[src/rtl/sn74xxxx_pkg.sv]
// sn74xxxx_pkg: shared defaults and helpers for the SN74xxxx-style logic blocks
//   SN74595_WIDTH_DEFAULT : default shift/storage register width
//   SYNC_STAGES_DEFAULT   : default synchroniser depth for external strobes
//   strobe_latency()      : C edges from first high sample of a strobe to its action
package sn74xxxx_pkg;
   localparam int SN74595_WIDTH_DEFAULT = 8;
   localparam int SYNC_STAGES_DEFAULT = 2;
   function automatic int strobe_latency(input int stages);
      return stages;
   endfunction
endpackage

[src/rtl/strobe_sync_edge.sv]
// strobe_sync_edge: synchroniser chain plus edge-history flop for one external strobe
//   C     : system clock, rising edge
//   nR    : asynchronous active-low reset; chain and history load RESET_VAL
//   d     : asynchronous input level
//   level : synchronised level (d itself when STAGES=0)
//   rise  : one-cycle pulse when level goes 0->1
module strobe_sync_edge
   import sn74xxxx_pkg::*;
#(
   parameter int STAGES = SYNC_STAGES_DEFAULT,
   parameter bit RESET_VAL = 1'b0
) (
   input  logic C,
   input  logic nR,
   input  logic d,
   output logic level,
   output logic rise
);
   logic hist;
   if (STAGES == 0) begin : g_bypass
      assign level = d;
   end else begin : g_sync
      logic [STAGES-1:0] stg;
      always_ff @(posedge C or negedge nR)
         if (!nR) stg <= {STAGES{RESET_VAL}};
         else stg <= (stg << 1) | STAGES'(d);
      assign level = stg[STAGES-1];
   end
   always_ff @(posedge C or negedge nR)
      if (!nR) hist <= RESET_VAL;
      else hist <= level;
   assign rise = level & ~hist;
endmodule

[src/rtl/shift_register_74595.sv]
// shift_register_74595: single-clock SN74HC595 model (serial-in shift register + storage latch)
//   C       : system clock, rising edge
//   nR      : asynchronous active-low reset
//   ser     : serial data in
//   srclk   : shift strobe, sampled and edge-detected on C
//   rclk    : storage latch strobe, sampled and edge-detected on C
//   srclr_n : shift register clear, active low, synchronised
//   oe_n    : output enable, active low, combinational
//   q       : storage register contents, q[0]=QA
//   q_oe    : drive-enable for q (~oe_n)
//   qh_s    : serial out for cascading, last shift register bit
module shift_register_74595
   import sn74xxxx_pkg::*;
#(
   parameter int WIDTH = SN74595_WIDTH_DEFAULT,
   parameter int SYNC_STAGES = SYNC_STAGES_DEFAULT
) (
   input  logic             C,
   input  logic             nR,
   input  logic             ser,
   input  logic             srclk,
   input  logic             rclk,
   input  logic             srclr_n,
   input  logic             oe_n,
   output logic [WIDTH-1:0] q,
   output logic             q_oe,
   output logic             qh_s
);
   logic [WIDTH-1:0] sr, st;
   logic ser_s, srclk_s, rclk_s, clr_s;
   logic ser_rise_unused, clr_rise_unused, srclk_rise, rclk_rise;
   // ser goes through the same depth as srclk so data stays aligned with its strobe
   strobe_sync_edge #(.STAGES(SYNC_STAGES), .RESET_VAL(1'b0)) u_ser (
      .C(C), .nR(nR), .d(ser), .level(ser_s), .rise(ser_rise_unused));
   // strobes reset high so a level held across reset release is not seen as an edge
   strobe_sync_edge #(.STAGES(SYNC_STAGES), .RESET_VAL(1'b1)) u_srclk (
      .C(C), .nR(nR), .d(srclk), .level(srclk_s), .rise(srclk_rise));
   strobe_sync_edge #(.STAGES(SYNC_STAGES), .RESET_VAL(1'b1)) u_rclk (
      .C(C), .nR(nR), .d(rclk), .level(rclk_s), .rise(rclk_rise));
   strobe_sync_edge #(.STAGES(SYNC_STAGES), .RESET_VAL(1'b1)) u_clr (
      .C(C), .nR(nR), .d(srclr_n), .level(clr_s), .rise(clr_rise_unused));
   // st samples the pre-update sr, so a simultaneous shift or clear is not yet visible
   always_ff @(posedge C or negedge nR)
      if (!nR) begin
         sr <= '0;
         st <= '0;
      end else begin
         if (!clr_s) sr <= '0;
         else if (srclk_rise) sr <= {sr[WIDTH-2:0], ser_s};
         if (rclk_rise) st <= sr;
      end
   assign q = st;
   assign qh_s = sr[WIDTH-1];
   assign q_oe = ~oe_n;
endmodule
[config.mk]
export PLATFORM = sky130hd
export DESIGN_NAME = shift_register_74595
export DESIGN_NICKNAME = d
export VERILOG_FILES = /design/src/rtl/sn74xxxx_pkg.sv /design/src/rtl/strobe_sync_edge.sv /design/src/rtl/shift_register_74595.sv
export SDC_FILE = /design/constraint.sdc
export NUM_CORES = 1
export LEC_CHECK = 0
export CAP_MARGIN = 20
export CORE_ASPECT_RATIO = 0.7
export CORE_MARGIN = 1
export CORE_UTILIZATION = 44
export DETAILED_ROUTE_END_ITERATION = 7
export PLACE_DENSITY = 0.67
export SYNTH_ARGS = -nofsm -noshare
export SYNTH_HDL_FRONTEND = slang
export SYNTH_SLANG_ARGS = --single-unit
[constraint.sdc]
create_clock -name C -period 1.2 [get_ports C]
set_input_delay 0.24 -clock C [delete_from_list [all_inputs] [get_ports C]]
set_output_delay 0.24 -clock C [all_outputs]
set_load 0.005 [all_outputs]
* Word-level counts from Yosys, hierarchy flattened *
Index checks and enable logic that the tools add are counted.

cells by class
  muxes and demuxes = 2
  bitwise gates (word level) = 9
  equality and inequality tests = 1

operators by type and width
  operator                                       number
  two-way mux 8 bit                              2
  OR 2 x 1 -> 2 bit                              4
  inverter 1 bit                                 3
  AND 1 bit                                      2
  inequality test 2 bit (second input constant)  1

storage, ports and cells
  output and inout port bits = 10
  register bits after elaboration = 26
  input bits = 7

* Longest topological paths before layout *
Gate-level depths: netlist (run 1).

  word-level depth = 4
  depth in mapped cells = 3
  gate-level depth less buffers = 2

* By module *
A second synthesis (run 1) with hierarchy kept.

second synthesis, totals
  cells, all modules = 59
  area, all modules = 1043.5 um^2

by module, submodules not included
  module                         times used  cells each  area each (um^2)
  shift_register_74595           1           43          676.9
  strobe_sync_edge at u_clr ...  3           4           92.6
  strobe_sync_edge at u_ser      1           4           88.8

* Least setup slack after synthesis (run 1) *
OpenSTA, ideal clock, no wires.

  path kind = reg-to-reg
  start point = register u_rclk.g_sync.stg[1]
  end point = register st[0] (netlist: q[0])
  setup time = 0.125 ns
  cell stages (with the launch flop) = 4
  slack = 0.008 ns
  clock period less this slack = 1.192 ns
  arrival = 1.067 ns
  cells stage by stage = dfstp_2 nor2b_4 buf_6 mux2_4

on the way
  cells in the longest elaborated chain, start to end = 1

RTL lines
  item                    line                        RTL
  start, declared         strobe_sync_edge.sv:23      logic [STAGES-1:0] stg;
  start signal, assigned  strobe_sync_edge.sv:25      if (!nR) stg <= {STAGES{RESET_VAL}};
  start signal, assigned  strobe_sync_edge.sv:26      else stg <= (stg << 1) | STAGES'(d);
  AND 1 bit               strobe_sync_edge.sv:32      assign rise = level & ~hist;
  end signal, assigned    shift_register_74595.sv:50  if (rclk_rise) st <= sr;
  end, declared           shift_register_74595.sv:29  logic [WIDTH-1:0] sr, st;

No other way between the ends.
A chain may end at the register's enable or synchronous reset.

* Final worst setup path (run 1) *
  start point = register u_rclk.g_sync.stg[1]
  end point = register st[2] (netlist: q[2])

The elaborated chain is that of the path after synthesis.

==> results of run 1 <==
where the power goes:
part	switching, uW	internal (uW)	total, uW	leakage (uW)
Sequential	13.1	911	924	0.000330
Combinational	41.6	65.5	107	0.000263
Clock	247	186	433	0.0000210
Total	301	1160	1460	0.000614
worst register-to-register path, cell delays in order, from the launching register on:
cell and delay [ps]:
dfstp_2 550, nor2b_4 170, buf_12 140, mux2_4 290
cells in the final DEF, fill, tap and decap left out:
cell	synthesis	routed
buf_12	0	2
buf_4	1	11
buf_6	1	1
clkbuf_2	1	9
clkbuf_4	0	3
clkbuf_8	0	1
clkdlybuf4s15_1	0	1
clkdlybuf4s50_1	0	6
dfrtp_1	18	18
dfstp_2	8	8
inv_1	1	1
mux2_4	8	8
mux2i_1	8	8
nand2_1	9	9
nor2b_2	0	1
nor2b_4	1	1
cells in the mapped netlist:
cell | number | area [um^2]
buf_6 | 1 | 11.26
nor2b_1 | 1 | 6.260
mux2_4 | 8 | 120.1
mux2i_1 | 8 | 80.08
dfstp_2 | 8 | 210.2
buf_4 | 1 | 7.510
dfrtp_1 | 18 | 450.4
inv_1 | 1 | 3.750
clkbuf_2 | 1 | 5.000
nor2b_4 | 1 | 13.76
nand2_1 | 9 | 33.78
layout make-up:
class / count / area [um^2]
Fill cell: 152 / 701.9
Sequential cell: 26 / 660.6
Multi-Input combinational cell: 27 / 256.5
Timing Repair Buffer: 30 / 249.0
Clock buffer: 4 / 36.28
Tap cell: 22 / 27.53
Inverter: 1 / 3.754
metal layers:
layer / track usage [%] / up-vias
li1: - / 251
met1: 17.94 / 248
met2: 17.94 / 15
met3: 6.940 / 4
met4: 9.146 / 0
met5: 0 / -
stage by stage:
stage | area [um^2] | cells | TNS (ps)
floorplan | 942.2 | 57 | 0
global placement | 1169 | 97 | -392.2
detailed placement | 1169 | 97 | -423.8
CTS | 1239 | 105 | -254.7
global route | 1234 | 110 | -583.5
finish | 1234 | 110 | -181.7
state kept, by name, indices dropped and copies added, names as in the netlist:
| signal | flops |
|---|---|
| q | 8 |
| sr | 8 |
| u_clr.g_sync.stg | 2 |
| u_rclk.g_sync.stg | 2 |
| u_rclk.hist | 1 |
| u_ser.g_sync.stg | 2 |
| u_srclk.g_sync.stg | 2 |
| u_srclk.hist | 1 |
logic make-up after synthesis:
kind of cell | Yosys count | synth area share (%)
flops | 26 | 70.12
simple gates | 11 | 5.710
buf+inv | 4 | 2.921
mux | 16 | 21.25
final timing paths:
check                                  endpoint  depth (start not counted)
max                                        q[2]                          3
min                                        q[7]                          2
max reg2reg                                q[2]                          3
min reg2reg                         u_rclk.hist                          0
max in group asynchronous          u_srclk.hist                          2
min in group C             u_rclk.g_sync.stg[0]                          1
timing repair:
| item | in CTS | in global routing |
|---|---|---|
| resized for setup | 21 | 10 |
| setup endpoints to repair | 18 | 22 |
| buffers inserted | 4 | 5 |
| pin swaps | 0 | 0 |
==> results.json, run 1 <==
{
  "syn_nets": 64,
  "ys_warn_count": 0,
  "grt_max_degree": 27,
  "overflow": 0,
  "ant_nets": 0,
  "cap_viol_max_count": 0,
  "maxUsedRoutingLayer": "met4",
  "setup-violations-final": 8,
  "final-hold-violation-count": 0,
  "clkLatencyLatePin_ps": 330,
  "syn_area_um2": 942.2,
  "max_freq_mhz": 814.4,
  "io_pins": 17,
  "wl_per_cell_um": 11.81,
  "layout.nets": 96,
  "drc": 2,
  "cp_top_family": "flip-flops",
  "gp_congestion": 0.6937,
  "rows": 13,
  "timing.rr.start": "u_rclk.g_sync.stg[1]",
  "dieHeight_um": 40.72,
  "fin_hold_ws_ps": 242.2,
  "drt-vias-per-instance": 4.709,
  "cp-start-kind": "register",
  "powerDensity_nw_per_um2": 1186,
  "critical_path.cell_chain": "nor2b_4 > buf_12 > mux2_4",
  "rsz0062_at_grt": "true",
  "cts_hold_buf": 0,
  "synth_area_per_cell_um2": 16.53,
  "worst_slack_ps": -27.91,
  "worstMarginPinSlew_ps": 141.1,
  "cp_max_fo": 6,
  "worstSetupStartpoint": "u_rclk.g_sync.stg[1]",
  "route.met3.wl_um": 101,
  "clock_path_buffers": 2,
  "wl_met2_um": 542,
  "vdd_drop_max_mv": 0.9191,
  "cts_tree": "built",
  "first_iter_violations": 13,
  "grt_pass1_vias": 435,
  "pre_cts_slack_ps": -212.5,
  "grt_pass1_wl_um": 2118,
  "slew_headroom_pct": 90.32,
  "synth.distinct_cells": 11,
  "cts-root-buf": "clkbuf_4",
  "final_util_pct": 63.74,
  "clk_pin_slew_ps": 140,
  "dieArea_um2": 2333,
  "dp_hpwl_um": 827.8,
  "critPathRequiredTime_ps": 1430,
  "wl_met1_um": 623,
  "port_buffers": 16,
  "p_total_uw": 1463,
  "drive_gt1_share_pct": 51.14,
  "coreArea_um2": 1936,
  "synthesis.instances": 57,
  "initial_core_util_pct": 48.67,
  "grt_usage_pct": 13.76,
  "path_buf_inv": 1,
  "ys_ff_latch": 26,
  "antenna_cells": 0,
  "status": "finished, violations left",
  "min_period_over_period_pct": 102.3,
  "yosysSeqAreaShare_pct": 70.12,
  "synthToLayoutAreaGrowth_pct": 30.94,
  "htree_num_levels": 1,
  "cts_made_buffers": 3,
  "failed_checks": "DRC, setup timing",
  "die_x_um": 57.31,
  "hold_path_class": "input port to asynchronous set/reset pin",
  "finClkSkew_ps": 14.51,
  "wl_um": 1299,
  "cp_slowest_cell": "dfstp_2",
  "firstDrtPassIters": 6,
  "crit_path_end_kind": "register",
  "vias": 518,
  "fin_crit_ps": 1228,
  "antenna_found_initial": 0,
  "crit_arrival_ps": 1460,
  "crit_type": "register to register",
  "rrSetupSlack_ps": -30,
  "cp_slowest_stage_delay_ps": 550,
  "clock_sinks": 26,
  "report.final.slew_viol_count": 0,
  "power_leakage_uw": 0.0006143
}
(Power assumes the default switching activity.)
==> run 2, diff against run 1 <==
CORE_ASPECT_RATIO = default   (was 0.7)
CORE_MARGIN = default   (was 1)
CORE_UTILIZATION = 53   (was 44)
PLACE_DENSITY = 0.76   (was 0.67)
clock period = 1.5 ns   (was 1.2 ns; I/O delays follow)
==> results.json, run 2 (synthesis gave the netlist of run 1 again) <==
{
  "status": "finished, final reports clean",
  "first_iter_violations": 4,
  "critPathRequiredTime_ps": 1200,
  "gp_congestion": 0.6594,
  "multi_input_area_um2": 254.0,
  "rrSetupSlack_ps": 180,
  "cp_slowest_cell": "clkdlybuf4s50_1",
  "drc": 0,
  "rows": 14,
  "path_buf_inv": 1,
  "cp-start-kind": "register",
  "fin_hold_ws_ps": 325.8,
  "clk_pin_slew_ps": 130,
  "coreArea_um2": 1577,
  "cts_made_buffers": 3,
  "crit_path_end_kind": "output pin",
  "cts-root-buf": "clkbuf_4",
  "vdd_drop_max_mv": 0.7073,
  "htree_num_levels": 1,
  "slew_headroom_pct": 77.18,
  "vias": 489,
  "final-hold-violation-count": 0,
  "setup-violations-final": 0,
  "regArea_um2": 660.6,
  "ant_nets": 0,
  "synthToLayoutAreaGrowth_pct": 28.15,
  "cp_max_fo": 2,
  "dieHeight_um": 44.16,
  "cts_hold_buf": 0,
  "cts_tree": "built",
  "dieArea_um2": 1950,
  "powerDensity_nw_per_um2": 909.8,
  "firstDrtPassIters": 6,
  "grt_pass1_wl_um": 1890,
  "critical_path.cell_chain": "clkdlybuf4s50_1",
  "initial_core_util_pct": 59.76,
  "final_util_pct": 76.59,
  "port_buffers": 16,
  "grt_max_degree": 27,
  "cp_top_family": "buffers and inverters",
  "max_freq_mhz": 678.9,
  "fin_crit_ps": 1473,
  "clock_path_buffers": 2,
  "overflow": 0,
  "clkLatencyLatePin_ps": 310,
  "fill_cells": 113,
  "r2r_end": "q[0]",
  "min_period_over_period_pct": 98.20,
  "crit_arrival_ps": 1170,
  "layout.nets": 91,
  "wl_per_cell_um": 12.42,
  "stdcell_count": 99,
  "crit_type": "register to output pin",
  "finClkSkew_ps": 4.708,
  "dpl.cell_count": 88,
  "timing.rr.start": "u_rclk.g_sync.stg[1]",
  "hold_path_class": "input port to asynchronous set/reset pin",
  "die_x_um": 44.16,
  "antenna_found_initial": 0,
  "report.final.slew_viol_count": 0,
  "power_leakage_uw": 0.0006965,
  "cp_slowest_stage_delay_ps": 500,
  "reg2regPathDepth": 2,
  "antenna_cells": 0,
  "p_total_uw": 1099,
  "grt_usage_pct": 14.02,
  "drt-vias-per-instance": 4.939,
  "wl_um": 1230,
  "worstMarginPinSlew_ps": 341.6,
  "clock_sinks": 26,
  "grt_pass1_vias": 467,
  "layout_common_cells": "dfrtp_1 (18), nand2_1 (9), buf_4 (9)",
  "drive_gt1_share_pct": 34.94,
  "io_pins": 17,
  "cap_viol_max_count": 0,
  "layout_commonest_cell": "dfrtp_1"
}
[run 2: cell types whose count changed in the layout (fill, tap and decap cells not counted), moves of 2 or more]
cell,change
clkbuf_2,-9
dlymetal6s2s_1,+7
buf_12,-2
buf_4,-2
dlygate4sd2_1,+2
[run 2: metal layers]
metal	global-route usage [%]	part of all wire [%]	vias to the layer above
met4	10.91	0.73	0
met2	21.47	46	13
met3	2.449	4.2	2
li1	-	-	236
met5	0	0	-
met1	17.70	49	238
[run 2: worst max path at each step]
stage          cells past startpoint   end  slack, ps                  from
3_5_place_dp                       3  q_oe        -30                  oe_n
6_report                           1  q[4]         30                  q[4]
3_3_place_gp                       3  q_oe        -30                  oe_n
4_1_cts                            1  q[6]        0.7                  q[6]
2_1_floorplan                      3  q[0]        310  u_rclk.g_sync.stg[1]
5_1_grt                            1  q[4]       -0.9                  q[4]
[run 2: cell type report]
type | count | area share (%)
inverters | 1 | 0.3109
multi-input cells | 27 | 21.04
flip-flops and latches | 26 | 54.71
well taps | 16 | 1.658
clock buffers | 4 | 2.176
repair buffers | 25 | 20.10
[run 2: what timing repair did]
item	CTS	global route
setup endpoints to repair	3	8
pin swaps	0	0
buffers inserted	1	6
resized for setup	2	7
[run 2: power breakdown]
part | internal (uW) | switching, uW
clock network | 104 | 187
registers | 728 | 10.9
logic | 38.5 | 30.2
[run 2: through the flow]
| step | setup slack (ps) | cell area [um^2] | TNS, ps |
|---|---|---|---|
| 2_1_floorplan | 308.3 | 942.2 | 0 |
| 3_3_place_gp | -27.45 | 1114 | -27.45 |
| 3_5_place_dp | -30.35 | 1114 | -30.35 |
| 4_1_cts | 0.6930 | 1145 | 0 |
| 5_1_grt | -0.8833 | 1207 | -0.8833 |
| 6_report | 26.98 | 1207 | 0 |
==> run 3, diff against run 2 <==
CORE_MARGIN = 1   (was default)
==> results of run 3 <==
No change in the layout: final DEF, timing and power equal those of run 2.
